File: src/rtl/uart_tx_if.sv
// uart_tx_if: transmit-side handshake and serial line for uart_tx.
//   master: drives tx_data/tx_en; observes tx_ready, tx_done, tx_busy, tx.
//   slave : the transmitter itself.
//   tx_data    byte to send, sampled only on accept (tx_en & tx_ready)
//   tx_en      send request
//   tx_ready   holding register empty
//   tx_done    one-cycle pulse at frame completion
//   tx_busy    transmitter not idle
//   tx         serial line, idles high
interface uart_tx_if #(
  parameter int DATA_WIDTH = 8
);
  logic [DATA_WIDTH-1:0] tx_data;
  logic                  tx_en;
  logic                  tx_ready;
  logic                  tx_done;
  logic                  tx_busy;
  logic                  tx;

  modport master (output tx_data, tx_en, input tx_ready, tx_done, tx_busy, tx);
  modport slave  (input tx_data, tx_en, output tx_ready, tx_done, tx_busy, tx);
endinterface

File: src/rtl/uart_tx.sv
// uart_tx: UART transmitter with a one-deep holding register.
//   Frame: start(0), DATA_WIDTH bits LSB first, optional parity, STOP_BITS stop(1).
//   Each bit lasts CPB = SYS_CLK_FREQ/BPS clocks (CPB >= 2 required).
// Ports:
//   clk   system clock
//   rst   synchronous active-high reset
//   bus   uart_tx_if.slave (tx_data, tx_en, tx_ready, tx_done, tx_busy, tx)
// A byte accepted while idle goes straight to the shift register; a byte
// accepted mid-frame waits in the holding register and follows back-to-back.
module uart_tx #(
  parameter int DATA_WIDTH   = 8,
  parameter int BPS          = 115_200,
  parameter int SYS_CLK_FREQ = 50_000_000,
  parameter int PARITY       = 0,   // 0 none, 1 even, 2 odd
  parameter int STOP_BITS    = 1    // 1 or 2
) (
  input  logic      clk,
  input  logic      rst,
  uart_tx_if.slave  bus
);
  localparam int CPB   = SYS_CLK_FREQ / BPS;
  localparam int CNT_W = (CPB > 1) ? $clog2(CPB) : 1;
  localparam int IDX_W = (DATA_WIDTH > 1) ? $clog2(DATA_WIDTH) : 1;
  localparam logic [CNT_W-1:0] CNT_LAST  = CNT_W'(CPB - 1);
  localparam logic [IDX_W-1:0] IDX_LAST  = IDX_W'(DATA_WIDTH - 1);
  localparam logic             STOP_LAST = 1'(STOP_BITS - 1);
  localparam logic             ODD       = (PARITY == 2);

  typedef enum logic [2:0] {
    S_IDLE, S_START, S_DATA, S_PARITY, S_STOP
  } state_t;

  state_t                state_q, state_d;
  logic [CNT_W-1:0]      cnt_q, cnt_d;
  logic [IDX_W-1:0]      idx_q, idx_d;
  logic                  stop_q, stop_d;
  logic [DATA_WIDTH-1:0] shift_q, shift_d;
  logic [DATA_WIDTH-1:0] hold_q, hold_d;
  logic                  hold_full_q, hold_full_d;
  logic                  ready_q, ready_d;
  logic                  done_q, done_d;
  logic                  tx_q, tx_d;
  logic                  accept, cnt_last;

  always_ff @(posedge clk) begin
    if (rst) begin
      state_q     <= S_IDLE;
      cnt_q       <= '0;
      idx_q       <= '0;
      stop_q      <= 1'b0;
      shift_q     <= '0;
      hold_q      <= '0;
      hold_full_q <= 1'b0;
      ready_q     <= 1'b1;
      done_q      <= 1'b0;
      tx_q        <= 1'b1;
    end else begin
      state_q     <= state_d;
      cnt_q       <= cnt_d;
      idx_q       <= idx_d;
      stop_q      <= stop_d;
      shift_q     <= shift_d;
      hold_q      <= hold_d;
      hold_full_q <= hold_full_d;
      ready_q     <= ready_d;
      done_q      <= done_d;
      tx_q        <= tx_d;
    end
  end

  always_comb begin
    state_d     = state_q;
    cnt_d       = '0;
    idx_d       = idx_q;
    stop_d      = stop_q;
    shift_d     = shift_q;
    hold_d      = hold_q;
    hold_full_d = hold_full_q;
    done_d      = 1'b0;
    accept      = bus.tx_en & ready_q;
    cnt_last    = (cnt_q == CNT_LAST);

    if (state_q != S_IDLE) cnt_d = cnt_q + 1'b1;

    case (state_q)
      S_IDLE: begin
        // A held byte here means it landed on the last stop cycle.
        if (hold_full_q) begin
          shift_d     = hold_q;
          hold_full_d = 1'b0;
          state_d     = S_START;
        end else if (accept) begin
          shift_d = bus.tx_data;
          state_d = S_START;
        end
      end
      S_START: begin
        if (cnt_last) begin
          cnt_d   = '0;
          idx_d   = '0;
          state_d = S_DATA;
        end
      end
      S_DATA: begin
        if (cnt_last) begin
          cnt_d = '0;
          if (idx_q == IDX_LAST) begin
            idx_d   = '0;
            stop_d  = 1'b0;
            state_d = (PARITY != 0) ? S_PARITY : S_STOP;
          end else begin
            idx_d = idx_q + 1'b1;
          end
        end
      end
      S_PARITY: begin
        if (cnt_last) begin
          cnt_d   = '0;
          stop_d  = 1'b0;
          state_d = S_STOP;
        end
      end
      S_STOP: begin
        if (cnt_last) begin
          cnt_d = '0;
          if (stop_q == STOP_LAST) begin
            done_d = 1'b1;
            stop_d = 1'b0;
            // Back-to-back: start bit goes out in the same cycle as tx_done.
            if (hold_full_q) begin
              shift_d     = hold_q;
              hold_full_d = 1'b0;
              state_d     = S_START;
            end else begin
              state_d = S_IDLE;
            end
          end else begin
            stop_d = stop_q + 1'b1;
          end
        end
      end
      default: state_d = S_IDLE;
    endcase

    // Accept mid-frame parks the byte; ready_q guarantees the hold is empty.
    if (accept && (state_q != S_IDLE)) begin
      hold_d      = bus.tx_data;
      hold_full_d = 1'b1;
    end

    // Ready drops right after a park and rises one cycle after the hold drains.
    ready_d = ~(hold_full_q | hold_full_d);

    // Line level is computed for the next state so tx comes straight off a flop.
    tx_d = 1'b1;
    case (state_d)
      S_START:  tx_d = 1'b0;
      S_DATA:   tx_d = shift_d[idx_d];
      S_PARITY: tx_d = (^shift_d) ^ ODD;
      default:  tx_d = 1'b1;
    endcase
  end

  assign bus.tx       = tx_q;
  assign bus.tx_ready = ready_q;
  assign bus.tx_done  = done_q;
  assign bus.tx_busy  = (state_q != S_IDLE);
endmodule

File: src/flat_wrapper.sv
// flat-port wrapper written by rule: the top's interface ports become plain ports
module uart_tx_flat 
#(
  parameter int DATA_WIDTH   = 8,
  parameter int BPS          = 115_200,
  parameter int SYS_CLK_FREQ = 50_000_000,
  parameter int PARITY       = 0,                           
  parameter int STOP_BITS    = 1             
)
  (clk, rst, bus_tx_data, bus_tx_en, bus_tx_ready, bus_tx_done, bus_tx_busy, bus_tx);
  uart_tx_if #(.DATA_WIDTH(DATA_WIDTH)) bus_i ();
  input  logic clk;
  input  logic rst;
  input wire logic [$bits(bus_i.tx_data)-1:0] bus_tx_data;
  input wire logic [$bits(bus_i.tx_en)-1:0] bus_tx_en;
  output wire logic [$bits(bus_i.tx_ready)-1:0] bus_tx_ready;
  output wire logic [$bits(bus_i.tx_done)-1:0] bus_tx_done;
  output wire logic [$bits(bus_i.tx_busy)-1:0] bus_tx_busy;
  output wire logic [$bits(bus_i.tx)-1:0] bus_tx;
  assign bus_i.tx_data = bus_tx_data;
  assign bus_i.tx_en = bus_tx_en;
  assign bus_tx_ready = bus_i.tx_ready;
  assign bus_tx_done = bus_i.tx_done;
  assign bus_tx_busy = bus_i.tx_busy;
  assign bus_tx = bus_i.tx;
  uart_tx #(.DATA_WIDTH(DATA_WIDTH), .BPS(BPS), .SYS_CLK_FREQ(SYS_CLK_FREQ), .PARITY(PARITY), .STOP_BITS(STOP_BITS)) u_core (.clk(clk), .rst(rst), .bus(bus_i));
endmodule
File: config.mk
export PLATFORM = sky130hd
export DESIGN_NAME = uart_tx_flat
export DESIGN_NICKNAME = d
export VERILOG_FILES = /design/src/rtl/uart_tx_if.sv /design/src/rtl/uart_tx.sv /design/src/flat_wrapper.sv
export SDC_FILE = /design/constraint.sdc
export NUM_CORES = 1
export LEC_CHECK = 0
export BUFFER_PORTS_ARGS = -buffer_cell sky130_fd_sc_hd__buf_2
export CAP_MARGIN = 10
export CORE_MARGIN = 1.5
export CORE_UTILIZATION = 63
export DETAILED_ROUTE_END_ITERATION = 8
export MAX_ROUTING_LAYER = met4
export PLACE_DENSITY = 0.83
export SYNTH_ARGS = -nofsm -noshare
export SYNTH_HDL_FRONTEND = slang
export SYNTH_SLANG_ARGS = --single-unit
File: constraint.sdc
create_clock -name clk -period 6.01 [get_ports clk]
set_input_delay 0.9015 -clock clk [delete_from_list [all_inputs] [get_ports clk]]
set_output_delay 0.9015 -clock clk [all_outputs]
set_load 0.03 [all_outputs]
# Word level (Yosys, flattened, before mapping)
# Cells that the tools add are included.
[totals] regBits=36 in_bits=11 word_cells=77
[op_classes] order_cmp=1 n_bitwise=5 reduce_logical=8 muxes=37 n_addsub=3 n_eq_ne=13
[op_table] cell="$mux W8" n=5
[op_table] cell="$mux W3" n=11
[op_table] cell="$mux W9" n=3
[op_table] cell="$pmux W8 S2" n=1
[op_table] cell="$pmux W3 S5" n=1
[op_table] cell="$eq A3 B2 Y1 const B" n=4
[op_table] cell="$mux W1" n=11
[op_table] cell="$add A9 B1 Y9 const B" n=1
[op_table] cell="$eq A9 B9 Y1 const B" n=1
[op_table] cell="$ne A2 B1 Y1 const B" n=4
[op_table] cell="$reduce_xor A8 Y1" n=1
[op_table] cell="$eq A3 B1 Y1 const B" n=2
[op_table] cell="$eq A3 B3 Y1 const B" n=2
[op_table] cell="$pmux W1 S3" n=2
[op_table] cell="$pmux W3 S2" n=1
[op_table] cell="$reduce_bool A3 Y1" n=2
[op_table] cell="$reduce_and A5 Y1" n=1
[op_table] cell="$lt A3 B4 Y1 const B" n=1
[op_table] cell="$reduce_or A4 Y1" n=1
[op_table] cell="$add A3 B1 Y3 const B" n=1
[op_table] cell="$bmux W1 S3" n=1
[op_table] cell="$logic_not A3 Y1" n=1
[op_table] cell="$not A1 Y1" n=3
[op_table] cell="$reduce_or A3 Y1" n=1
[op_table] cell="other kinds (5)" n=5

# Longest topological paths before layout
[depth] word_depth=7 ltp_mapped=11 ltp_nobuf=10

# Worst setup path before layout
# OpenSTA, ideal clock, no wires.
[synth_path] path_kind="in2reg" startpoint="input bus_tx_en" endpoint="register u_core.tx_q, in the netlist u_core.bus.tx" path_stages=8 t_required_ns=5.952 t_arrival_ns=2.742 slack_ns=3.210 setup_ns=0.058 path_cell_list="nand2_1 -> mux2_2 -> a32oi_1 -> a2bb2oi_1 -> xor2_1 -> xnor3_1 -> nor4b_2 -> a211o_1"
[synth_via] elab_chain_cells=7 word_cells_on_any_way=14
[synth_rtl] item="start, declared" line_no="flat_wrapper.sv:15" text="input wire logic [$bits(bus_i.tx_en)-1:0] bus_tx_en;"
[synth_rtl] item="$and A1 B1 Y1 *" line_no="uart_tx.sv:80" text="accept = bus.tx_en & ready_q;"
[synth_rtl] item="$mux W8" line_no="uart_tx.sv:92" text="end else if (accept) begin"
[synth_rtl] item="$mux W8" line_no="uart_tx.sv:88" text="if (hold_full_q) begin"
[synth_rtl] item="$pmux W8 S2" line_no="uart_tx.sv:85" text="case (state_q)"
[synth_rtl] item="$bmux W1 S3" line_no="uart_tx.sv:158" text="S_DATA: tx_d = shift_d[idx_d];"
[synth_rtl] item="$mux W1 (not written as such)" line_no="uart_tx.sv:158"
[synth_rtl] item="$pmux W1 S3 *" line_no="uart_tx.sv:156" text="case (state_d)"
[synth_rtl] item="end signal, assigned" line_no="uart_tx.sv:67" text="tx_q <= tx_d;"
[synth_rtl] item="end, declared" line_no="uart_tx.sv:42" text="logic tx_q, tx_d;"
# Mark *: on every way between the ends. The rest lies on a longest branch, timed or not. The select of a mux whose other input is x is not followed.
# A chain may end at the register's enable or synchronous reset.

# Final worst setup path
[layout_path] startpoint="register u_core.hold_full_q" endpoint="register u_core.tx_q, in the netlist u_core.bus.tx"
[layout_via] elab_chain_cells=7 word_cells_on_any_way=17
[layout_rtl] item="start, declared" line_no="uart_tx.sv:39" text="logic hold_full_q, hold_full_d;"
[layout_rtl] item="start signal, assigned" line_no="uart_tx.sv:64" text="hold_full_q <= hold_full_d;"
[layout_rtl] item="$mux W8" line_no="uart_tx.sv:130" text="if (hold_full_q) begin"
[layout_rtl] item="$mux W8" line_no="uart_tx.sv:126" text="if (stop_q == STOP_LAST) begin"
[layout_rtl] item="$mux W8" line_no="uart_tx.sv:124" text="if (cnt_last) begin"
[layout_rtl] item="$pmux W8 S2" line_no="uart_tx.sv:85"
[layout_rtl] item="$bmux W1 S3" line_no="uart_tx.sv:158"
[layout_rtl] item="$mux W1 (not written as such)" line_no="uart_tx.sv:158"
[layout_rtl] item="$pmux W1 S3 *" line_no="uart_tx.sv:156"
# Marks and branches as above.

==> out/summary.txt <==
status: complete, but fails checks
failing checks: DRC
CTS Hold Bufs: 0
largest net degree at the start of global routing: 27
Std-Cell Rows: 19
register bit total from synthesis: 35
Power Total: 0.4970 mW
crit-path max FO: 17
Synth-to-Final Area Change: 7.052%
post-CTS setup buffer count: 0
clk_skew: 0.01135 ns
die area: 3322 µm²
required time of the critical path: 6.26 ns
routed vias: 1657
maximum vdd drop: 0.1635 mV
arrival time at the worst endpoint: 3.31 ns
initial drt markers: 102
initial antenna violation count: 0
upper clock frequency limit: 327.0 MHz
post_cts resized: 0
unrepaired setup endpoints after global routing: false
initial core utilization: 0.6704
drt total wl: 4.297 mm
GRT Util Overall: 0.2956
fin nets: 244
Final Setup Violations: 0
P per Cell Area: 246.9 nW/µm²
clk buf depth: 2
DR pass1 iterations: 7
routed vias/inst: 6.349
layout cells sized above 1: 0.1391
setup TNS: 0 ns
Num CTS Buffers: 5
Slew Viols, Final: 0
global-route wire length before repair: 7.279 mm
gpl congestion: 0.9163
distinct cell type count after synthesis: 51
die height: 57.64 µm
clk_lat worst skew: 0.34 ns
core area: 2805 µm²
Die Wd: 57.64 µm
Antenna Nets Post-Route: 0
TritonCTS clock tree: done
MaxCap Viol Count: 0
worst min path class: reg2reg
critical path launch point type: register
diode count: 0
H-Tree Depth: 2
Syn. warnings: 0
number of fill cells: 225
number of global-route vias before repair: 1613
most frequent CP cell: xnor3_1
clock sinks: 35
Fin. Hold Viols: 0
min Tclk post-route: 3.058 ns
# IOs: 15
Critical Path End Type: register
post-synthesis average cell area: 8.587 µm²
Final Cycle Share: 0.5088
Crit-path slowest cell: dfxtp_1
crit path cell chain: or3b_2 -> o311ai_0 -> o311ai_4 -> xor2_1 -> xnor3_1 -> xnor3_1 -> nor4b_2 -> a211o_1
Static Leak: 0.7589 nW
crit path kind: reg2reg
Post-synth EDFFs: 0
fraction of registers with async set/reset: 0
Synth Flop Type: dfxtp_1
Root Driver: clkbuf_4
register area share after synthesis: 0.3726
port bufs: 14
worst hold margin: 0.4658 ns
clk slew on worst S/H paths: 0.11 ns
Slew headroom: 0.5379
Post-Syn Nets: 234
grt ovf: 0
Synth Instances: 219
worst slew pin tran: 0.6894 ns
HPWL after DPL: 3.100 mm
WL/cell: 16.46 µm
DRC viols: 3
CP max stage delay: 0.68 ns
synthesized area: 1881 µm²
## cells in the mapped netlist (all sizes together) (3+ instances only)
| library cell | number | area share |
|---|---|---|
| dfxtp | 35 | 0.37 |
| nor2 | 31 | 0.066 |
| nand2 | 26 | 0.052 |
| a21oi | 12 | 0.032 |
| mux2i | 10 | 0.053 |
| o21ai | 10 | 0.027 |
| clkbuf | 9 | 0.018 |
| nand3 | 7 | 0.019 |
| inv | 6 | 0.012 |
| xnor2 | 6 | 0.028 |
| a31oi | 5 | 0.017 |
| and3 | 5 | 0.017 |
| ha | 4 | 0.027 |
| o311ai | 4 | 0.028 |
| xor2 | 4 | 0.019 |
| a221oi | 3 | 0.014 |
| nand2b | 3 | 0.010 |
## layout by cell type, fill, tap and decap left out, types with 2 or more instances in the layout
master / Yosys / final
a211o_1: 2 / 2
a221oi_1: 3 / 3
clkbuf_4: 0 / 5
xnor3_1: 2 / 2
mux2i_1: 10 / 10
a32oi_1: 2 / 2
nand2b_1: 3 / 3
or2_2: 2 / 2
o21ai_0: 9 / 9
inv_1: 6 / 6
buf_2: 0 / 14
mux2_2: 2 / 2
nand3_1: 7 / 7
xor2_1: 4 / 4
ha_1: 4 / 4
a211oi_1: 2 / 2
dfxtp_1: 35 / 35
nor2_1: 30 / 30
xnor2_1: 6 / 6
a21oi_1: 12 / 12
and3_1: 5 / 5
a2bb2oi_1: 2 / 2
nor2b_1: 2 / 2
o311ai_0: 3 / 3
a31oi_1: 5 / 5
clkbuf_8: 0 / 2
nand2_1: 26 / 26
## metal layers
metal,up-vias,wire [µm],track usage
met3,7,259,0.08036
li1,804,-,-
met4,0,70,0.1462
met1,782,1915,0.3775
met5,-,0,-
met2,64,2052,0.4318
## path summary, 6_finish.rpt
| kind | from | endpoint | slack, ns | cells past startpoint |
|---|---|---|---|---|
| max reg2reg | u_core.hold_full_q | u_core.bus.tx | 2.95 | 8 |
| min | u_core.hold_q[6] | u_core.hold_q[6] | 0.47 | 2 |
| min reg2reg | u_core.hold_q[6] | u_core.hold_q[6] | 0.47 | 2 |
| max | u_core.hold_full_q | u_core.bus.tx | 2.95 | 8 |
## state kept, by name, indices dropped and copies added (netlist names)
register             flops
u_core.hold_q            8
u_core.bus.tx            1
u_core.shift_q           8
u_core.state_q           3
u_core.bus.tx_ready      1
u_core.idx_q             3
u_core.bus.tx_done       1
u_core.cnt_q             9
u_core.hold_full_q       1
## where the power goes
| part | switching [mW] | total, mW | internal (mW) |
|---|---|---|---|
| combinational | 0.0535 | 0.0993 | 0.0458 |
| sequential | 0.00869 | 0.251 | 0.242 |
| clock | 0.0782 | 0.147 | 0.0688 |
| total | 0.140 | 0.497 | 0.357 |
## critical path: cells and delay by family, from the launching register on
kind,cells,cell delay [ns]
AOI/OAI and AO/OA,3,1.01
xor gates and xnor gates,3,0.71
DFF,1,0.68
and+or+nand+nor,2,0.55
## cell families after synthesis
| family | count (synthesis) | share of synthesized area |
|---|---|---|
| simple gates | 87 | 0.2309 |
| compound gates | 51 | 0.1930 |
| mux | 12 | 0.06520 |
| xor+xnor | 12 | 0.07052 |
| flops | 35 | 0.3726 |
| buf+inv | 17 | 0.03593 |
| fa+ha+maj | 5 | 0.03194 |
## area by class of cell
class                   count  area [µm²]  share of cell area
clock buffers               8       68.82             0.03418
inverters                   6       22.52             0.01119
multi-input cells         167        1112              0.5525
flip-flops and latches     35       700.7              0.3480
well taps                  31       38.79             0.01927
repair buffers             14       70.07             0.03480
## per-stage QoR
stage,area [µm²],std cells,util,worst slack (ns)
final,2013,261,0.7177,2.952
after global routing,2013,261,0.7177,2.794
after CTS,2013,261,0.7177,2.971
after detailed placement,1944,253,0.6931,2.873
after global placement,1944,253,0.6931,2.961
after floorplan,1881,219,-,3.210
No activity file was read; power rests on OpenSTA's default activity.
